<file path="src/rtl/adc_capture.sv">
// ADC sample capture FIFO: buffers strobed ADC samples, flags overflow and a
// fill-level interrupt, and counts accepted samples.
module adc_capture #(
  parameter int dw        = 8,
  parameter int aw        = 4,
  parameter int threshold = 8
) (
  input  logic          wb_clk,
  input  logic          wb_rst_n,
  input  logic          enable,
  input  logic [dw-1:0] adc_data,
  input  logic          adc_data_ready,
  input  logic          flush,
  input  logic          clr_ovf,
  input  logic          rd_en,
  output logic [dw-1:0] rd_data,
  output logic          rd_valid,
  output logic [aw:0]   count,
  output logic          empty,
  output logic          full,
  output logic          overflow,
  output logic          irq,
  output logic [15:0]   sample_cnt
);

  localparam int depth = 1 << aw;

  logic [dw-1:0] mem [depth];
  logic [aw-1:0] wr_ptr;
  logic [aw-1:0] rd_ptr;
  logic          wr_event;
  logic          rd_acc;
  logic          wr_acc;
  logic          drop;

  assign empty = (count == '0);
  assign full  = (count == (aw+1)'(depth));
  assign irq   = (count >= (aw+1)'(threshold));

  // A read in the same cycle frees the slot a write into a full FIFO needs;
  // reads of an empty FIFO are never accepted, so there is no fall-through.
  assign wr_event = adc_data_ready & enable & ~flush;
  assign rd_acc   = rd_en & ~empty & ~flush;
  assign wr_acc   = wr_event & (~full | rd_acc);
  assign drop     = wr_event & full & ~rd_acc;

  // NOTE: storage has no reset; pointers and count define what is valid, and
  // leaving the array unreset lets it map onto plain RAM.
  always_ff @(posedge wb_clk) begin
    if (wr_acc) mem[wr_ptr] <= adc_data;
  end

  // NOTE: all state uses non-blocking assignments so a same-cycle write to the
  // head slot of a full FIFO still returns the old head entry on the read.
  always_ff @(posedge wb_clk or negedge wb_rst_n) begin
    if (!wb_rst_n) begin
      wr_ptr     <= '0;
      rd_ptr     <= '0;
      count      <= '0;
      rd_data    <= '0;
      rd_valid   <= 1'b0;
      overflow   <= 1'b0;
      sample_cnt <= '0;
    end else begin
      rd_valid <= rd_acc;
      if (rd_acc) rd_data <= mem[rd_ptr];
      if (wr_acc) sample_cnt <= sample_cnt + 16'd1;

      // A new drop wins over a coincident clear.
      if (drop)         overflow <= 1'b1;
      else if (clr_ovf) overflow <= 1'b0;

      if (flush) begin
        wr_ptr <= '0;
        rd_ptr <= '0;
        count  <= '0;
      end else begin
        if (wr_acc) wr_ptr <= wr_ptr + 1'b1;
        if (rd_acc) rd_ptr <= rd_ptr + 1'b1;
        case ({wr_acc, rd_acc})
          2'b10:   count <= count + 1'b1;
          2'b01:   count <= count - 1'b1;
          default: count <= count;
        endcase
      end
    end
  end

endmodule

</file>
<file path="config.mk">
export PLATFORM = sky130hd
export DESIGN_NAME = adc_capture
export DESIGN_NICKNAME = d
export VERILOG_FILES = /design/src/rtl/adc_capture.sv
export SDC_FILE = /design/constraint.sdc
export NUM_CORES = 1
export LEC_CHECK = 0
export ABC_AREA = 1
export CORE_MARGIN = 2
export CORE_UTILIZATION = 29
export CTS_BUF_LIST = sky130_fd_sc_hd__clkbuf_4
export CTS_CLUSTER_SIZE = 8
export DETAILED_ROUTE_END_ITERATION = 10
export PLACE_DENSITY = 0.5
export SETUP_SLACK_MARGIN = 0.5
export SYNTH_ARGS = -nofsm -noshare
export SYNTH_HDL_FRONTEND = slang
export SYNTH_SLANG_ARGS = --single-unit
</file>
<file path="constraint.sdc">
create_clock -name wb_clk -period 1.64 [get_ports wb_clk]
set_input_delay 0.164 -clock wb_clk [delete_from_list [all_inputs] [get_ports wb_clk]]
set_output_delay 0.164 -clock wb_clk [all_outputs]
set_load 0.005 [all_outputs]
</file>
==> results.json, run 1 <==
{
  "dieArea_mm2": 0.0266,
  "yosysTopAreaCell": "edfxtp_1",
  "setup_ws_ps": -293,
  "violations": "setup timing",
  "track_usage_pct": 16.1,
  "hold_violations": 0,
  "clk_path_buf_depth": 2,
  "status": "complete, but fails checks",
  "drc": 0,
  "yosysSeqAreaShare_pct": 65.7,
  "fmax_mhz": 517,
  "grt_use_met2_pct": 25.9,
  "power.leakage_uw": 0.00381,
  "post_synth_num_cell_types": 30,
  "place_inst": 1087,
  "tightest_slew_ps": 569,
  "cts_buffers": 17,
  "worstSetupEndpointType": "flop",
  "final_cell_mix": "128 x edfxtp_1, 122 x nor2_1, 74 x buf_4",
  "skew_ps": 27.8,
  "syn_area_per_cell_um2": 10.7,
  "num_vias": 5448,
  "grt_start_max_net_pins": 24,
  "cts_tree": "done",
  "slew_headroom_pct": 62.0,
  "layout-drive-gt1-share_pct": 37.1,
  "cp-start-kind": "flop",
  "gr-total-overflow": 0,
  "grt_util_met3_pct": 2.46,
  "cts_max_level": 4,
  "yosysWarnings": 0,
  "row_count": 58,
  "busiest_layer": "met2",
  "vias_per_cell": 4.61,
  "arrival_ps": 2410,
  "multi_input_area_mm2": 0.00281,
  "ir_drop_v": 0.000479,
  "die_h_um": 163,
  "syn-cell-area_mm2": 0.00734,
  "crit_required_ps": 2120,
  "crit_type": "flop to flop",
  "power_density_mw_per_mm2": 1340,
  "synth_top_area_share_pct": 52.4,
  "register_area_mm2": 0.00483,
  "antenna_found_initial": 1,
  "first_pass_iters": 7,
  "stdcell_count": 1181,
  "nNetsFinal": 862,
  "place_area_mm2": 0.00869,
  "crit_fanout": 4,
  "placeableCoreArea_mm2": 0.0250,
  "post-route-min-period_ps": 1930,
  "portBuffers": 48,
  "wl_per_cell_um": 17.3,
  "drt_iter0_markers": 445,
  "clk_latency_ps": 590,
  "design_area_mm2": 0.0101,
  "met1_usage_pct": 22.1,
  "fill_cells": 2421,
  "synthCells": 686,
  "io_pins": 49,
  "slew_viol_final": 0,
  "rsz0062_at_grt": "true",
  "synthTopCellsByArea": "edfxtp_1 52%, dfrtp_1 13%, nor2_1 8.1%, nand3_1 4.7%, nand2_1 4.2%",
  "synth_seq_cells": 167,
  "maxCapViolations": 0,
  "ant_nets": 0,
  "grt_pass1_wl_um": 32000,
  "layout_commonest_cell": "edfxtp_1",
  "syn_to_final_growth_pct": 37.1,
  "dp.final_hpwl_um": 12700,
  "start_util_pct": 29.3,
  "finalCritPeriodShare_pct": 118,
  "hp-class": "primary input to asynchronous set/reset pin",
  "die_w_um": 163,
  "first_global_vias": 5523,
  "path_clk_slew_ps": 150,
  "totalWireLength_um": 20500,
  "gp_congestion": 0.833,
  "setup_viol": 165,
  "cts_num_sinks": 167,
  "synthesis.nets": 711,
  "cts-root-buf": "clkbuf_4"
}
## Yosys cell counts
library cell,instances
a21oi_1,5
a31oi_1,1
buf_2,16
buf_4,3
buf_6,8
clkbuf_1,3
clkinv_1,3
dfrtp_1,39
edfxtp_1,128
fa_1,1
ha_1,9
inv_1,27
inv_2,5
nand2_1,83
nand2_2,6
nand2_4,1
nand3_1,69
nand3_2,3
nand3b_4,1
nand4_1,1
nor2_1,158
nor2_2,7
nor3_1,7
nor3_2,1
nor3b_1,1
o21ai_0,49
o21ai_1,32
o22ai_1,1
or2_2,1
xor2_1,17
## where the power goes
part / internal (µW) / total [µW] / switching [µW]
Clock: 821 / 2430 / 1610
Combinational: 2820 / 5900 / 3080
Sequential: 4870 / 5100 / 234
Total: 8510 / 13400 / 4930
## logic make-up (layout without fill, tap and decap cells)
group | after synthesis | after routing | synth area share (%)
fa+ha+maj | 10 | 10 | 1.81
simple gates | 339 | 339 | 19.9
compound gates | 88 | 88 | 6.04
flops | 167 | 167 | 65.7
buf+inv | 65 | 229 | 4.57
other cells | 0 | 1 | 0
xor+xnor | 17 | 17 | 2.03
## timing repair
action | in CTS | in global routing
pin swaps | 53 | 9
hold buffers | 1 | 0
buffers inserted | 43 | 10
gates resized for setup | 288 | 23
hold endpoints to repair | 39 | 0
setup endpoints to repair | 201 | 201
gates cloned | 7 | 0
## registers in the layout (all words and copies together), names as in the netlist
signal      cells
rd_data         8
overflow        1
wr_ptr          4
mem           128
sample_cnt     16
rd_ptr          4
rd_valid        1
count           5
## critical path, cell delays in order, from the launching register on
cell and delay (ps):
dfrtp_2 440, buf_6 120, nor2_4 80, nand3_2 90, nand4_1 160, inv_2 110
ha_4 310, nand3_1 90, nand2_2 80, nand2_1 70, nor3b_2 160, nand2_1 60
nand2_1 50
## cell type report
type / count / share of cell area [%]
repair inverters: 1 / 0.162
flip-flops and latches: 167 / 48.0
clock buffers: 17 / 1.27
well taps: 330 / 4.10
repair buffers: 161 / 15.3
inverters: 35 / 1.64
multi-input cells: 454 / 27.9
clock inverters: 15 / 1.64
diodes: 1 / 0.0249
## final timing paths
kind                                        start                         to  slack [ps]  depth (start not counted)
hold / removal                           wb_rst_n      rd_ptr[3]$_DFFE_PN0P_         100                          2
max in group asynchronous                wb_rst_n  sample_cnt[3]$_DFFE_PN0P_         940                          3
setup reg to reg             count[3]$_DFFE_PN0P_       count[3]$_DFFE_PN0P_        -290                         12
setup / recovery             count[3]$_DFFE_PN0P_       count[3]$_DFFE_PN0P_        -290                         12
hold reg to reg            rd_data[7]$_DFFE_PN0N_     rd_data[7]$_DFFE_PN0N_         500                          2
min in group wb_clk                       clr_ovf       overflow$_DFFE_PN0P_         180                          2
## stage by stage
step	hold WS (ps)	setup TNS, ps	total power (µW)	util, %	setup slack (ps)
floorplan	-132	-387	7550	-	-151
global placement	188	-47350	9380	34.7	-452
detailed placement	189	-50540	9340	34.7	-439
CTS	75.8	-14230	13200	39.6	-284
global route	106	-39470	14200	40.2	-390
finish	101	-26840	13400	40.2	-293
## routing by layer
layer,vias up,routed length (µm)
li1,2650,-
met1,2650,9440
met2,119,9920
met3,29,652
met4,0,461
met5,-,0
(Power assumes the default switching activity.)
==> run 2: changes to the inputs <==
--- a/config.mk
+++ b/config.mk
@@ -5,7 +5,6 @@
 export SDC_FILE = /design/constraint.sdc
 export NUM_CORES = 1
 export LEC_CHECK = 0
-export ABC_AREA = 1
 export CORE_MARGIN = 2
 export CORE_UTILIZATION = 29
 export CTS_BUF_LIST = sky130_fd_sc_hd__clkbuf_4
==> results.json, run 2 <==
{
  "setup_viol": 170,
  "num_vias": 4073,
  "hp-class": "primary input to asynchronous set/reset pin",
  "layout_commonest_cell": "edfxtp_1",
  "cp_cell_sequence": "or4_4 > o21ai_4 > inv_4 > nand2_4 > inv_4 > ha_2 > or2_1 > o22a_1 > or4_4 > a41oi_2",
  "final_cell_mix": "128 x edfxtp_1, 61 x buf_4, 33 x dfrtp_1",
  "arrival_ps": 3070,
  "totalWireLength_um": 16400,
  "finalCritPeriodShare_pct": 158,
  "gr-total-overflow": 0,
  "layout-drive-gt1-share_pct": 47.5,
  "io_pins": 49,
  "power_density_mw_per_mm2": 1190,
  "status": "complete, but fails checks",
  "synth_commonest_cells": "128 x edfxtp_1, 39 x dfrtp_1, 32 x mux4_2",
  "ir_drop_v": 0.000463,
  "cts_buffers": 17,
  "placeableCoreArea_mm2": 0.0235,
  "post-place-ws_ps": -915,
  "worst_path_largest_cell_delay_ps": 570,
  "dieArea_mm2": 0.0253,
  "largest_reg_flops": 128,
  "cts_num_sinks": 167,
  "grt_start_max_net_pins": 29,
  "async_flop_share_pct": 23.4,
  "syn_area_per_cell_um2": 17.3,
  "ant_nets": 0,
  "violations": "setup timing",
  "power.leakage_uw": 0.00343,
  "synthTopCellsByArea": "edfxtp_1 55%, dfrtp_1 14%, mux4_2 10%, mux2i_1 3.0%, xnor2_1 1.9%",
  "drt_iter0_markers": 273,
  "die_h_um": 159,
  "synth_seq_cells": 167,
  "yosysWarnings": 0,
  "maxCapViolations": 0,
  "dp.final_hpwl_um": 10100,
  "gp_congestion": 0.761,
  "yosysTopAreaCell": "edfxtp_1",
  "vias_per_cell": 4.58,
  "slew_headroom_pct": 53.9,
  "syn-cell-area_mm2": 0.00696,
  "portBuffers": 48,
  "synthesis.nets": 428,
  "crit_fanout": 3,
  "antenna_found_initial": 1,
  "slew_viol_final": 0,
  "first_pass_iters": 6,
  "setup_ws_ps": -954,
  "start_util_pct": 29.6,
  "drc": 0,
  "skew_ps": 19.1,
  "synth_edf_count": 128,
  "cp-start-kind": "flop",
  "row_count": 56,
  "hold_violations": 0,
  "ys.flop_type": "edfxtp_1",
  "post-route-min-period_ps": 2590,
  "synth_top_area_share_pct": 55.2,
  "crit_required_ps": 2110,
  "p_total_uw": 11200,
  "yosysSeqAreaShare_pct": 69.2,
  "path_clk_slew_ps": 150,
  "first_global_vias": 4129,
  "wl_per_cell_um": 18.4,
  "grt_pass1_wl_um": 24100,
  "synthCells": 403,
  "syn_to_final_growth_pct": 35.6,
  "worstSetupEndpointType": "flop",
  "clk_path_buf_depth": 2,
  "fill_cells": 2206,
  "clk_latency_ps": 560,
  "track_usage_pct": 12.8,
  "crit_type": "flop to flop",
  "top_register": "mem",
  "synth.most_common_cell": "edfxtp_1",
  "fmax_mhz": 385,
  "die_w_um": 159,
  "cts-root-buf": "clkbuf_4",
  "reg_top3": "mem (128), sample_cnt (16), rd_data (8)",
  "tightest_slew_ps": 691,
  "critPathSlowestCell": "or4_4",
  "cts_max_level": 4,
  "cts_tree": "done",
  "rsz0062_at_grt": "true",
  "nNetsFinal": 582,
  "post_synth_num_cell_types": 49
}
[run 2: changes by cell type after synthesis, moves of 21 or more]
cell     delta
nor2_1    -141
mux4_2     +32
nand2_1    -64
o21ai_0    -49
mux2i_1    +21
o21ai_1    -31
nand3_1    -60
[run 2: critical path: cells and delay by family, from the launching register on]
kind	cells	cell delay (ps)
and+or+nand+nor	4	1280
AOI/OAI and AO/OA	3	580
adders and majority gates	1	160
buffers and inverters	2	100
DFF	1	410
[run 2: cell families after synthesis]
| group | count (synthesis) | synth area share, % |
|---|---|---|
| multiplexers | 56 | 13.9 |
| buffers and inverters | 33 | 2.14 |
| adder cells (fa/ha/maj) | 10 | 1.90 |
| AO/OA/AOI/OAI | 25 | 3.16 |
| flip-flops | 167 | 69.2 |
| AND/OR/NAND/NOR | 93 | 7.35 |
| XOR/XNOR | 19 | 2.39 |
[run 2: final cells by class]
class	instances	area, µm²	share of cell area [%]
flip-flops and latches	167	4830	51.1
multi-input cells	204	2330	24.6
repair buffers	151	1520	16.1
well taps	319	399	4.23
clock inverters	15	179	1.89
clock buffers	17	128	1.35
inverters	16	65.1	0.689
diodes	1	2.50	0.0265
[run 2: per-stage QoR]
stage                     instance area, µm²  TNS [ps]  hold slack, ps  util, %  cells
after floorplan                         7040    -30010            -132        -    403
after global placement                  8480    -78890             232     36.0    807
after detailed placement                8480    -81890             238     36.0    807
after CTS                               9150    -59310             124     38.8    856
after global routing                    9450    -87150             167     40.1    890
final                                   9450    -72230             173     40.1    890
[run 2: report_power, final]
group          switching (µW)  internal (µW)
clock network            1630            858
registers                 167           4780
logic                    1640           2120
total                    3440           7760
[run 2: timing repair]
action / 4_1_cts / 5_1_grt
gates cloned: 2 / 1
hold buffers: 1 / 0
endpoints found under the hold margin: 26 / 0
setup buffers: 14 / 32
endpoints found under the setup margin: 201 / 201
pin swaps: 4 / 25
resized for setup: 113 / 80
[run 2: layer usage]
metal,wire length (µm),part of all wire (%),GRT usage [%]
met1,7280,44,16.1
met2,8530,52,22.2
met3,375,2.3,2.84
met4,199,1.2,3.72
met5,0,0,0
[run 2: worst paths after layout]
check	start	end	slack (ps)	depth (start not counted)
max	count[0]$_DFFE_PN0P_	count[4]$_DFFE_PN0P_	-950	10
min	wb_rst_n	sample_cnt[11]$_DFFE_PN0P_	170	2
max reg2reg	count[0]$_DFFE_PN0P_	count[4]$_DFFE_PN0P_	-950	10
min reg2reg	rd_data[1]$_DFFE_PN0N_	rd_data[1]$_DFFE_PN0N_	530	2
max in group asynchronous	wb_rst_n	rd_data[7]$_DFFE_PN0N_	890	3
min in group wb_clk	clr_ovf	overflow$_DFFE_PN0P_	220	3
==> variant 1: new RTL, config.mk and constraints of run 2 <==
Put a register stage on the output `irq`, with the module's reset. The value now appears one clock later. The other outputs are not delayed to match.
--- a/src/rtl/adc_capture.sv
+++ b/src/rtl/adc_capture.sv
@@ -37,3 +37,9 @@
   assign full  = (count == (aw+1)'(depth));
-  assign irq   = (count >= (aw+1)'(threshold));
+  always_ff @(posedge wb_clk or negedge wb_rst_n) begin
+    if (!wb_rst_n) begin
+      irq <= '0;
+    end else begin
+      irq <= (count >= (aw+1)'(threshold));
+    end
+  end
 
Behaviour: no difference found for any inputs over 4 cycles, from zero or initial values and one cycle with wb_rst_n low; that may be too few to reach the edited logic, so the function may still have changed.
==> variant 1 against run 2 <==
- clock power rose by 6%
- worst setup slack better by 37 ps
- core utilization increased by 0.33 points
- area after synthesis up 0.36%
- critical path depth is the same
- largest power group unchanged
- sequential share of layout area shrank 0.20 points
- routed wire length increased by 0.18%
- combinational power increased by 4%
- cell area increased by 0.83%
- sequential cell count up 1
- cell count grew 0.34%
- the run still ends with setup timing left
- power is 2.8% higher
==> variant 1: results (changes against run 2) <==
====================================================================
Post-CTS Setup Bufs ...................................           38   was 14
Routed vias ...........................................         4146   was 4073
Sequential share of cell area .........................        50.9%   was 51.1%
Total number of nets in the final design ..............          585   was 582
Pleak .................................................      3.48 nW   was 3.43 nW
Placed wire-length estimate ...........................      10.4 mm   was 10.1 mm
Syn Nets ..............................................          429   was 428
Later-pin clock latency in the skew report ............       580 ps   was 560 ps
Ratio of cells with drive above 1 in the final layout .        47.6%   was 47.5%
Post-synthesis xor/xnor area fraction .................        2.38%   was 2.39%
Overall routed net length .............................      16.4 mm   about the same
Sequential fraction of the synthesis area .............        69.3%   was 69.2%
Met3 routed wirelength ................................       646 um   was 375 um
Wire length of the first global-routing pass ..........      25.6 mm   was 24.1 mm
Fraction of registers with async set/reset ............        23.8%   was 23.4%
Synthesized area ......................................    6990 um^2   was 6960 um^2
Smallest setup slack after layout .....................      -918 ps   was -954 ps
Outcome ............................................... finished with violations   unchanged
Mux contribution to synthesized area ..................        13.8%   was 13.9%
Data arrival, critical path ...........................      3060 ps   was 3070 ps
Synthesized instance count ............................          404   was 403
Final number of setup-violating endpoints .............          168   was 170
Number of global-route vias before repair .............         4394   was 4129
Fillers ...............................................         2178   was 2206
Total net switching power .............................    0.00350 W   was 0.00344 W
Met2 Wirelength .......................................      8.46 mm   was 8.53 mm
Complex-gate fraction of the synthesized area .........        3.15%   was 3.16%
Sink Count ............................................          168   was 167
Area Growth Syn to Fin ................................        36.3%   was 35.6%
Ranking of synthesized cells by area .................. sky130_fd_sc_hd__edfxtp_1 55%, sky130_fd_sc_hd__dfrtp_1 14%, sky130_fd_sc_hd__mux4_2 10%   unchanged
Violated checks ....................................... setup timing   unchanged
Fraction of area in clock buffers and inverters .......        3.52%   was 3.25%
Post-CTS Resized ......................................          206   was 113
====================================================================
==> variant 1: cell count changes after synthesis, sizes merged <==
cell and delta:
dfrtp +1
==> variant 1: power by group through the flow <==
| stage | registers, W | clock network, W | logic, W |
|---|---|---|---|
| CTS | 0.00497 | 0.00275 | 0.00378 |
| global route | 0.00500 | 0.00291 | 0.00419 |
| finish | 0.00497 | 0.00264 | 0.00390 |
| floorplan | 0.00508 | 0 | 0.00151 |
| global placement | 0.00509 | 0 | 0.00279 |
| detailed placement | 0.00510 | 0 | 0.00284 |
==> variant 1: cells by family after synthesis <==
family | count (synthesis)
compound gates | 25
xor+xnor | 19
fa+ha+maj | 10
buf+inv | 33
flops | 168
mux | 56
simple gates | 93
==> variant 1: metrics by stage <==
| step | utilization, % | hold WS (ps) | setup TNS (ps) |
|---|---|---|---|
| floorplan | - | -132 | -30010 |
| global placement | 36.2 | 143 | -77830 |
| detailed placement | 36.2 | 157 | -84250 |
| CTS | 40.0 | 24.3 | -92170 |
| global route | 40.5 | 58.7 | -102550 |
| finish | 40.5 | 65.0 | -90760 |
==> variant 1: worst max path at each step <==
stage                                     from                    to  slack, ps
after global placement    count[3]$_DFFE_PN0P_  count[4]$_DFFE_PN0P_       -860
after global routing      count[0]$_DFFE_PN0P_  count[4]$_DFFE_PN0P_      -1020
after detailed placement  count[3]$_DFFE_PN0P_  count[4]$_DFFE_PN0P_       -900
after CTS                 count[0]$_DFFE_PN0P_  count[4]$_DFFE_PN0P_       -900
final                     count[0]$_DFFE_PN0P_  count[4]$_DFFE_PN0P_       -920
after floorplan           count[3]$_DFFE_PN0P_  count[4]$_DFFE_PN0P_      -1140
==> variant 2: new RTL, flow settings as in run 2 <==
Without the edit above. Change the parameter `aw` from 4 to 2.
--- a/src/rtl/adc_capture.sv
+++ b/src/rtl/adc_capture.sv
@@ -4,3 +4,3 @@
   parameter int dw        = 8,
-  parameter int aw        = 4,
+  parameter int aw        = 2,
   parameter int threshold = 8
Interface: changed (resized count); port bits go from 49 to 47. The function was not compared with the original's and may differ.
==> variant 2 against run 2 <==
- the flow still finishes with violations (setup timing)
- routed wire length decreased by 61%
- power is 51% lower
- combinational power fell by 39%
- area after synthesis decreased by 60%
- cell area is 54% lower
- via count fell by 53%
- critical path depth decreased by 2
- sequential cell count is 102 lower
- worst setup slack improved by 580 ps
- highest routed layer unchanged
==> variant 2: results (changes against run 2) <==
====================================================================
Outcome ............................................... finished with violations   unchanged
Violated checks ....................................... setup timing   unchanged
Mux contribution to synthesized area ..................        10.4%   was 13.9%
Smallest setup slack after layout .....................      -373 ps   was -954 ps
Wire length of the first global-routing pass ..........      9.85 mm   was 24.1 mm
Area after detailed placement .........................    3740 um^2   was 8480 um^2
Critical Path Slowest Stage Cell ...................... sky130_fd_sc_hd__dfrtp_2   was sky130_fd_sc_hd__or4_4
Met2 Wirelength .......................................      3.03 mm   was 8.53 mm
Number of buffers inserted by port buffering ..........           45   was 48
Later-pin clock latency in the skew report ............       420 ps   was 560 ps
Fraction of registers with async set/reset ............        50.8%   was 23.4%
Proportion of power drawn by combinational gates ......        41.7%   was 33.6%
Final-layout setup total negative slack ...............     -8710 ps   was -72230 ps
Largest voltage drop on the vdd net ...................     0.540 mV   was 0.463 mV
Total number of nets in the final design ..............          332   was 582
Highest cell delay on the worst timing path ...........       420 ps   was 570 ps
Sequential share of cell area .........................        41.1%   was 51.1%
Non-clock inverter count in the final layout ..........            7   was 16
Pin count of the biggest net entering global routing ..           34   was 29
Drt initial violations ................................           57   was 273
Met1 Track Usage GR ...................................        17.2%   was 16.1%
Synthesized instance count ............................          190   was 403
Ratio of cells with drive above 1 in the final layout .        55.4%   was 47.5%
Buffers excl. clock ...................................          115   was 151
Final number of setup-violating endpoints .............           63   was 170
Top cells by count, synth ............................. 33 x sky130_fd_sc_hd__dfrtp_1, 32 x sky130_fd_sc_hd__edfxtp_1, 11 x sky130_fd_sc_hd__nand2_1, 10 x sky130_fd_sc_hd__xor2_1   was 128 x sky130_fd_sc_hd__edfxtp_1, 39 x sky130_fd_sc_hd__dfrtp_1, 32 x sky130_fd_sc_hd__mux4_2, 21 x sky130_fd_sc_hd__mux2i_1, 19 x sky130_fd_sc_hd__nand2_1
Ranking of synthesized cells by area .................. sky130_fd_sc_hd__edfxtp_1 34%, sky130_fd_sc_hd__dfrtp_1 30%, sky130_fd_sc_hd__mux4_2 6.5%   was sky130_fd_sc_hd__edfxtp_1 55%, sky130_fd_sc_hd__dfrtp_1 14%, sky130_fd_sc_hd__mux4_2 10%
Placed wire-length estimate ...........................      4.13 mm   was 10.1 mm
Switching share of total power ........................        29.4%   was 30.7%
Max H-tree Level ......................................            3   was 4
Tot GR Track Use ......................................        12.8%   about the same
====================================================================
variant 2: changes by cell type in the layout (fill, tap and decap cells not counted), sizes merged, moves of 8 or more:
cell	delta
buf	-26
clkbuf	-18
mux4	-24
nand2	-9
mux2i	-20
o221ai	-9
inv	-16
and3	-8
edfxtp	-96
variant 2: worst max path at each step:
stage                      endpoint  cells after the start            startpoint  slack [ps]
4_1_cts        count[2]$_DFFE_PN0P_                      8  count[1]$_DFFE_PN0P_        -370
2_1_floorplan  count[2]$_DFFE_PN0P_                      8  count[0]$_DFFE_PN0P_        -400
6_report       count[2]$_DFFE_PN0P_                      8  count[1]$_DFFE_PN0P_        -370
5_1_grt        count[2]$_DFFE_PN0P_                      8  count[1]$_DFFE_PN0P_        -520
3_3_place_gp   count[2]$_DFFE_PN0P_                      8  count[0]$_DFFE_PN0P_        -290
3_5_place_dp   count[2]$_DFFE_PN0P_                      8  count[0]$_DFFE_PN0P_        -340
